$ cat src/rtl/nubus_pkg.sv
// Shared types and helpers for the NuBus transaction tracker: FSM states,
// status encodings and block-length decoding.
package nubus_pkg;

  typedef enum logic [1:0] {
    ST_IDLE   = 2'd0,
    ST_SINGLE = 2'd1,
    ST_BLOCK  = 2'd2
  } txn_state_e;

  // {tm1, tm0} reported when the watchdog forces completion
  localparam logic [1:0] STATUS_TIMEOUT = 2'b11;

  // {tm0, ad[1:0]} in true polarity that marks a block transfer
  localparam logic [2:0] MODE_BLOCK = 3'b001;

  // Block length from true-polarity ad[5:2]; 0 means an illegal code
  function automatic logic [4:0] blk_len(input logic [3:0] code);
    logic [4:0] len;
    casez (code)
      4'b???1: len = 5'd2;
      4'b??10: len = 5'd4;
      4'b?100: len = 5'd8;
      4'b1000: len = 5'd16;
      default: len = 5'd0;
    endcase
    return len;
  endfunction

endpackage

$ cat src/rtl/nubus_sel_decode.sv
// Maps the address-phase transfer mode and low address bits onto Wishbone
// byte selects (lane 3 = ad[7:0] = sel[0]) and flags block transfers.
module nubus_sel_decode
  import nubus_pkg::*;
(
  input  logic       tm1n,
  input  logic       tm0n,
  input  logic [1:0] adn_lo,
  output logic [3:0] sel,
  output logic       block
);

  logic [2:0] mode_s;
  logic [3:0] lanes_s;

  assign mode_s = {~tm0n, ~adn_lo};

  // Lane pattern for each mode; selects only apply to writes
  always_comb begin
    lanes_s = 4'b0000;
    block   = 1'b0;
    sel     = 4'b0000;
    case (mode_s)
      3'b000:     lanes_s = 4'b1000;
      MODE_BLOCK: begin
        lanes_s = 4'b1111;
        block   = 1'b1;
      end
      3'b010:     lanes_s = 4'b0010;
      3'b011:     lanes_s = 4'b0001;
      3'b100:     lanes_s = 4'b1100;
      3'b101:     lanes_s = 4'b0100;
      3'b110:     lanes_s = 4'b0011;
      3'b111:     lanes_s = 4'b1111;
      default:    lanes_s = 4'b0000;
    endcase
    if (!tm1n) begin
      sel = lanes_s;
    end else begin
      sel = 4'b0000;
    end
  end

endmodule

$ cat src/rtl/nubus_txn_tracker.sv
// Two-stage NuBus sampler and transaction decoder: pins are registered on
// each falling edge, then an FSM decodes address phase, beats and completion.
module nubus_txn_tracker
  import nubus_pkg::*;
#(
  parameter int MAX_BEATS      = 16,
  parameter int TIMEOUT_CYCLES = 255,
  parameter int SUPER_EN       = 1,
  parameter int BEAT_W         = 4
) (
  input  logic              nub_clkn,
  input  logic              nub_resetn,
  input  logic [3:0]        nub_idn,
  input  logic              nub_tm0n,
  input  logic              nub_tm1n,
  input  logic              nub_startn,
  input  logic              nub_ackn,
  input  logic [31:0]       nub_adn,
  output logic              txn_valid,
  output logic [31:0]       txn_addr,
  output logic              txn_write,
  output logic [3:0]        txn_sel,
  output logic              txn_block,
  output logic [BEAT_W:0]   txn_len,
  output logic              slot_hit,
  output logic              super_hit,
  output logic              beat_valid,
  output logic [BEAT_W-1:0] beat_idx,
  output logic [31:0]       beat_data,
  output logic              txn_done,
  output logic [1:0]        txn_status,
  output logic              txn_timeout,
  output logic              blk_err,
  output logic              busy
);

  localparam int WD_W = $clog2(TIMEOUT_CYCLES + 1);
  localparam logic [WD_W-1:0]  WD_LAST  = WD_W'(TIMEOUT_CYCLES - 1);
  localparam logic [4:0]       MAX_CODE = 5'(MAX_BEATS);
  localparam logic [BEAT_W:0]  MAX_LEN  = (BEAT_W+1)'(MAX_BEATS);

  logic              startn_r, ackn_r, tm0n_r, tm1n_r;
  logic [31:0]       adn_r;
  logic              start_s, ack_s, tm0_s, tm1_s;
  logic [31:0]       ad_s;
  logic [3:0]        sel_s;
  logic              block_s;
  logic [4:0]        code_len_s;
  logic              len_err_s;
  logic [BEAT_W:0]   len_new_s;

  txn_state_e        state_r, state_nxt_s;
  logic [WD_W-1:0]   wd_r, wd_nxt_s;
  logic [BEAT_W-1:0] beat_cnt_r, beat_cnt_nxt_s, last_idx_r, last_idx_nxt_s;

  logic              valid_nxt_s, write_nxt_s, block_nxt_s, slot_nxt_s, super_nxt_s;
  logic [31:0]       addr_nxt_s, beat_data_nxt_s;
  logic [3:0]        sel_nxt_s;
  logic [BEAT_W:0]   len_nxt_s;
  logic              beat_valid_nxt_s, done_nxt_s, timeout_nxt_s, blk_err_nxt_s;
  logic [BEAT_W-1:0] beat_idx_nxt_s;
  logic [1:0]        status_nxt_s;

  // Stage 1: raw pin sampling, reset to an idle bus
  always_ff @(negedge nub_clkn or negedge nub_resetn) begin
    if (!nub_resetn) begin
      startn_r <= 1'b1;
      ackn_r   <= 1'b1;
      tm0n_r   <= 1'b1;
      tm1n_r   <= 1'b1;
      adn_r    <= 32'h0000_0000;
    end else begin
      startn_r <= nub_startn;
      ackn_r   <= nub_ackn;
      tm0n_r   <= nub_tm0n;
      tm1n_r   <= nub_tm1n;
      adn_r    <= nub_adn;
    end
  end

  assign start_s = ~startn_r;
  assign ack_s   = ~ackn_r;
  assign tm0_s   = ~tm0n_r;
  assign tm1_s   = ~tm1n_r;
  assign ad_s    = ~adn_r;

  nubus_sel_decode u_sel_decode (
    .tm1n   (tm1n_r),
    .tm0n   (tm0n_r),
    .adn_lo (adn_r[1:0]),
    .sel    (sel_s),
    .block  (block_s)
  );

  assign code_len_s = blk_len(ad_s[5:2]);
  assign len_err_s  = (code_len_s == 5'd0) || (code_len_s > MAX_CODE);
  assign len_new_s  = !block_s ? (BEAT_W+1)'(1) :
                      (len_err_s ? MAX_LEN : (BEAT_W+1)'(code_len_s));

  // Next-state and next-output decode; fields hold unless an event updates them
  always_comb begin
    state_nxt_s      = state_r;
    wd_nxt_s         = wd_r;
    beat_cnt_nxt_s   = beat_cnt_r;
    last_idx_nxt_s   = last_idx_r;
    valid_nxt_s      = 1'b0;
    addr_nxt_s       = txn_addr;
    write_nxt_s      = txn_write;
    sel_nxt_s        = txn_sel;
    block_nxt_s      = txn_block;
    len_nxt_s        = txn_len;
    slot_nxt_s       = slot_hit;
    super_nxt_s      = super_hit;
    beat_valid_nxt_s = 1'b0;
    beat_idx_nxt_s   = beat_idx;
    beat_data_nxt_s  = beat_data;
    done_nxt_s       = 1'b0;
    status_nxt_s     = txn_status;
    timeout_nxt_s    = txn_timeout;
    blk_err_nxt_s    = blk_err;
    case (state_r)
      ST_IDLE: begin
        // START together with ACK is an attention cycle and is not a transaction
        if (start_s && !ack_s) begin
          valid_nxt_s    = 1'b1;
          addr_nxt_s     = ad_s;
          write_nxt_s    = tm1_s;
          sel_nxt_s      = sel_s;
          block_nxt_s    = block_s;
          len_nxt_s      = len_new_s;
          slot_nxt_s     = (ad_s[31:24] == {4'hF, ~nub_idn});
          super_nxt_s    = (SUPER_EN != 0) && (ad_s[31:28] == ~nub_idn);
          status_nxt_s   = 2'b00;
          timeout_nxt_s  = 1'b0;
          blk_err_nxt_s  = block_s && len_err_s;
          wd_nxt_s       = {WD_W{1'b0}};
          beat_cnt_nxt_s = {BEAT_W{1'b0}};
          last_idx_nxt_s = len_new_s[BEAT_W-1:0] - BEAT_W'(1);
          state_nxt_s    = block_s ? ST_BLOCK : ST_SINGLE;
        end else begin
          state_nxt_s = ST_IDLE;
        end
      end
      ST_SINGLE, ST_BLOCK: begin
        // ACK is checked first so it wins over a watchdog expiry on the same edge
        if (ack_s) begin
          beat_valid_nxt_s = 1'b1;
          beat_idx_nxt_s   = beat_cnt_r;
          beat_data_nxt_s  = ad_s;
          done_nxt_s       = 1'b1;
          status_nxt_s     = {tm1_s, tm0_s};
          timeout_nxt_s    = 1'b0;
          if (beat_cnt_r != last_idx_r) begin
            blk_err_nxt_s = 1'b1;
          end else begin
            blk_err_nxt_s = blk_err;
          end
          state_nxt_s = ST_IDLE;
        end else if ((state_r == ST_BLOCK) && tm0_s) begin
          beat_valid_nxt_s = 1'b1;
          beat_idx_nxt_s   = beat_cnt_r;
          beat_data_nxt_s  = ad_s;
          wd_nxt_s         = {WD_W{1'b0}};
          if (beat_cnt_r == last_idx_r) begin
            blk_err_nxt_s = 1'b1;
          end else begin
            beat_cnt_nxt_s = beat_cnt_r + BEAT_W'(1);
          end
        end else if (wd_r == WD_LAST) begin
          done_nxt_s    = 1'b1;
          timeout_nxt_s = 1'b1;
          status_nxt_s  = STATUS_TIMEOUT;
          state_nxt_s   = ST_IDLE;
        end else begin
          wd_nxt_s = wd_r + WD_W'(1);
        end
      end
      default: state_nxt_s = ST_IDLE;
    endcase
  end

  // Stage 2: FSM state, watchdog and registered outputs
  always_ff @(negedge nub_clkn or negedge nub_resetn) begin
    if (!nub_resetn) begin
      state_r     <= ST_IDLE;
      wd_r        <= {WD_W{1'b0}};
      beat_cnt_r  <= {BEAT_W{1'b0}};
      last_idx_r  <= {BEAT_W{1'b0}};
      txn_valid   <= 1'b0;
      txn_addr    <= 32'h0000_0000;
      txn_write   <= 1'b0;
      txn_sel     <= 4'b0000;
      txn_block   <= 1'b0;
      txn_len     <= {(BEAT_W+1){1'b0}};
      slot_hit    <= 1'b0;
      super_hit   <= 1'b0;
      beat_valid  <= 1'b0;
      beat_idx    <= {BEAT_W{1'b0}};
      beat_data   <= 32'h0000_0000;
      txn_done    <= 1'b0;
      txn_status  <= 2'b00;
      txn_timeout <= 1'b0;
      blk_err     <= 1'b0;
      busy        <= 1'b0;
    end else begin
      state_r     <= state_nxt_s;
      wd_r        <= wd_nxt_s;
      beat_cnt_r  <= beat_cnt_nxt_s;
      last_idx_r  <= last_idx_nxt_s;
      txn_valid   <= valid_nxt_s;
      txn_addr    <= addr_nxt_s;
      txn_write   <= write_nxt_s;
      txn_sel     <= sel_nxt_s;
      txn_block   <= block_nxt_s;
      txn_len     <= len_nxt_s;
      slot_hit    <= slot_nxt_s;
      super_hit   <= super_nxt_s;
      beat_valid  <= beat_valid_nxt_s;
      beat_idx    <= beat_idx_nxt_s;
      beat_data   <= beat_data_nxt_s;
      txn_done    <= done_nxt_s;
      txn_status  <= status_nxt_s;
      txn_timeout <= timeout_nxt_s;
      blk_err     <= blk_err_nxt_s;
      busy        <= (state_nxt_s != ST_IDLE);
    end
  end

endmodule

$ cat config.mk
export PLATFORM = sky130hd
export DESIGN_NAME = nubus_txn_tracker
export DESIGN_NICKNAME = d
export VERILOG_FILES = /design/src/rtl/nubus_pkg.sv /design/src/rtl/nubus_sel_decode.sv /design/src/rtl/nubus_txn_tracker.sv
export SDC_FILE = /design/constraint.sdc
export NUM_CORES = 1
export LEC_CHECK = 0
export ABC_CLOCK_PERIOD_IN_PS = 1800
export BUFFER_PORTS_ARGS = -buffer_cell sky130_fd_sc_hd__buf_4
export CORE_UTILIZATION = 48
export CTS_CLUSTER_SIZE = 25
export DETAILED_ROUTE_END_ITERATION = 8
export GPL_TIMING_DRIVEN = 1
export PLACE_DENSITY = 0.83
export SETUP_SLACK_MARGIN = 0.3
export SLEW_MARGIN = 20
export SYNTH_ARGS = -nofsm -noshare
export SYNTH_HDL_FRONTEND = slang
export SYNTH_SLANG_ARGS = --single-unit
export TNS_END_PERCENT = 100
$ cat constraint.sdc
create_clock -name nub_clkn -period 1.8 [get_ports nub_clkn]
set_input_delay 0.27 -clock nub_clkn [delete_from_list [all_inputs] [get_ports nub_clkn]]
set_output_delay 0.27 -clock nub_clkn [all_outputs]
set_load 0.005 [all_outputs]
==> results.txt <==
----------------------------------------------------
[Placed design]
  Placed instance area ... roughly 0.0068 sq mm
  Gp weighted congestion ... between 0.8 and 0.9
  PortBufs ... 130
  Detailed Place HPWL ... approximately 9.2 mm

[Timing]
  Least setup slack across all paths after layout ... -469.8 ps
  Clk_skew ... between 60 and 70 ps
  Transition time at the pin with the least slew margin ... ~430 ps
  Relative slew margins ... 0.7133
  Setup-violating endpoint count in the final report ... between 100 and 150
  Unrepaired setup endpoints after global routing ... yes
  Slew Limit Fails ... 0
  TNS Setup ... -41800 ps
  Number of failing hold endpoints at the final stage ... 0

[Route]
  TritonRoute pass-1 iters ... 7
  Remaining design rule violation count ... 0
  Average routed wire per standard cell ... between 20 and 30 microns
  Vias per Instance ... 6.055
  Residual antenna-violating net count after detailed routing ... 0
  Starting DRC count in detailed routing ... 347
  Overall via count from detail_route ... between 5000 and 6000
  Total Wirelength ... between 20 and 25 mm

[Clock network]
  Total CTS buffers ... 17
  Clock latency on the worst-skew pair ... roughly 540 ps
  Count of hold-fix buffers inserted at cts ... 0
  Clock tree from TritonCTS ... yes
  H-tree levels ... 4
  Clock transition at the register clock pins on the worst setup and hold paths after CTS ... roughly 50 ps
  Clock Root Buffer ... clkbuf_8
  CTS max path bufs ... 2
  Number of clock sinks ... 142

[Finish]
  Commonest non-fill, non-tap cells in the layout ... buf_4, dfrtn_1, o21ai_2, buf_6, nand2_2
  Final antenna diode count ... 0
  Most common cell after layout, fill and taps aside ... buf_4
  Proportion of layout cells with a drive suffix above 1 ... 0.6671
  Net count of the finished layout ... approximately 810
  Area overhead of the layout relative to synthesis ... 84.14%
  Post-route cell area ... slightly below 0.01 sq mm

[Logic synthesis]
  Synthesized cell area ... between 0.005 and 0.006 sq mm
  Warnings from Yosys ... 0
  Synthesized area divided by synthesized cell count ... ~12 sq um
  Share of async-settable or async-resettable flops after synthesis ... 1.000
  Number of nets produced by synthesis ... between 500 and 600
  Synth area leaders ... dfrtn_1, o21ai_0, nand2_1, dfstp_2, ha_1
  Top cell type's share of synthesized area ... 0.6458
  Sequential element share of the synthesized area ... 0.6654
  Number of distinct standard cells referenced by the synthesized netlist ... 52
  Commonest register cell after synthesis ... dfrtn_1
  Total of flip-flops plus latches after synthesis ... approximately 140
  Cell taking the most area after synthesis ... dfrtn_1
  Number of instances in the synthesized netlist ... 460
  Count of flip-flops with a built-in enable after synthesis ... 0

[Power and ir drop]
  Peak ir drop on the vdd network ... 0.0008521 V
  Power density normalized to cell area ... 1069 mW/mm^2
  Overall power after layout ... between 10000 and 15000 uW
  Sequential power share ... 0.391
  Leakage power of the design ... between 0.004 and 0.005 uW
  Net switching power of the design ... ~3300 uW
  Int Pwr ... between 7000 and 8000 uW
  Clock share of power ... 0.305
  Switching fraction of total power ... 0.3121
  Portion of total power attributed to combinational logic ... 0.303

[Floorplanning]
  Starting Density ... 0.4933
  Floorplan die area ... about 0.012 sq mm
  Count of boundary I/O pins ... approximately 130
  Die Height ... around 110 microns
  Core Region ... ~0.011 sq mm
  Chip Width ... 107.6 microns
  Row Count ... 38

[Critical path]
  Max stage delay cell, worst path ... dfrtn_1
  Delay-heaviest family, CP ... flip-flops
  CP startpoint kind ... register
  Cells along the critical path ... buf_6
  Startpoint-to-endpoint class of the critical path ... reg2out
  Data arrival time at the worst-slack endpoint ... 2000 ps
  Critical path peak fanout ... 2
  Critical path buffers and inverters ... 1
  Required time of the critical path ... 1530 ps
  Largest stage delay, worst path ... approximately 500 ps
  Crit path capture type ... output port

[Global route]
  Met3 layer usage reported by global route ... 0.08898
  Global-route usage over all layers ... 0.3439
  Maximum number of pins on one net before global-route repair ... 35
  Global-route track usage on met2 ... 0.5865
  Global-route wire length before repair ... between 20 and 30 mm
  Met1 track utilization from global routing ... 0.3980
  Overflow left after global routing ... 0
  Layer with the highest usage after global routing ... met2
  Number of antenna violations at the first check in global routing ... 0
  Via count of the first global-routing pass ... between 5000 and 6000

[Outcome]
  Violations in the final reports ... setup timing
  Result of the run ... complete, but fails checks

[Min path]
  HP Class ... reg2reg

[Flow run]
  Max Cap Viol ... 0

----------------------------------------------------
-- final timing paths --
kind                              start             to  slack (ps)  cells after the start
max in group asynchronous    nub_resetn    txn_timeout         750                      2
max reg2reg                  state_r[0]        wd_r[1]        -210                      8
min reg2reg                   adn_r[21]  beat_data[21]         400                      1
min in group asynchronous    nub_resetn    txn_addr[9]         480                      1
max                        beat_data[2]   beat_data[2]        -470                      1
min                           adn_r[21]  beat_data[21]         400                      1
-- layout make-up --
class                   instances  area (sq um)
multi-input cells             283          2497
clock inverters                15         83.83
flip-flops and latches        142          3558
fillers                       368         993.5
inverters                      12         62.56
repair buffers                304          3028
well taps                     140         175.2
clock buffers                  19         441.7
-- registers in the layout, summed over array words and instances, names as in the netlist, 2 cells and up --
| signal | cells |
|---|---|
| last_idx_r | 4 |
| beat_idx | 4 |
| txn_status | 2 |
| txn_len | 5 |
| state_r | 2 |
| beat_data | 32 |
| wd_r | 8 |
| beat_cnt_r | 4 |
| txn_sel | 4 |
| adn_r | 32 |
| txn_addr | 32 |
-- Yosys cell counts, types with 2 or more instances --
| cell type | count |
|---|---|
| a211oi_1 | 3 |
| a21o_1 | 4 |
| a21oi_1 | 7 |
| a22o_1 | 2 |
| a31oi_1 | 2 |
| buf_2 | 3 |
| clkbuf_1 | 16 |
| dfrtn_1 | 138 |
| dfstp_2 | 4 |
| ha_1 | 6 |
| inv_1 | 13 |
| mux2_2 | 6 |
| nand2_1 | 85 |
| nand3_1 | 12 |
| nand3b_1 | 2 |
| nand4_1 | 3 |
| nor2_1 | 12 |
| nor2b_1 | 2 |
| nor3_1 | 6 |
| nor4_4 | 2 |
| o211ai_1 | 4 |
| o21ai_0 | 76 |
| o22a_1 | 2 |
| o311ai_2 | 2 |
| o31ai_1 | 5 |
| or3_1 | 5 |
| xnor2_1 | 7 |
| xor2_1 | 7 |
-- metrics by stage --
step	util	hold WS, ps	worst slack (ps)	instances
after global placement	0.6292	389.4	-28.35	748
final	0.9084	397.8	-469.8	915
after floorplan	-	383.1	11.29	460
after global routing	0.9084	418.9	-480.5	915
after detailed placement	0.6292	399.5	-81.54	748
after CTS	0.8214	364.7	-423.9	859
-- cell families (layout without fill, tap and decap cells) --
family,count (synthesis),after routing,share of synthesized area
flip-flops,142,142,0.6654
XOR/XNOR,14,14,0.02293
AO/OA/AOI/OAI,116,116,0.1301
multiplexers,7,7,0.01451
AND/OR/NAND/NOR,139,139,0.1238
buffers and inverters,35,350,0.02737
adder cells (fa/ha/maj),7,7,0.01591
-- power by group through the flow --
stage / clock network, uW / registers [uW] / logic [uW]
floorplan: 17.3 / 4010 / 537
detailed placement: 17.3 / 4020 / 1560
finish: 3220 / 4120 / 3190
CTS: 3130 / 4020 / 2290
global placement: 17.3 / 3990 / 1500
global route: 3370 / 4140 / 3320
-- what timing repair did --
item | CTS | global route
pin swaps | 77 | 38
setup endpoints to repair | 188 | 194
setup buffers | 64 | 56
gates cloned | 14 | 0
resized for setup | 245 | 124
-- routing by layer --
metal	share of wire	vias to the layer above
li1	-	2202
met1	0.34	2777
met2	0.51	415
met3	0.081	146
met4	0.063	0
met5	0	-
(Power assumes the default switching activity.)
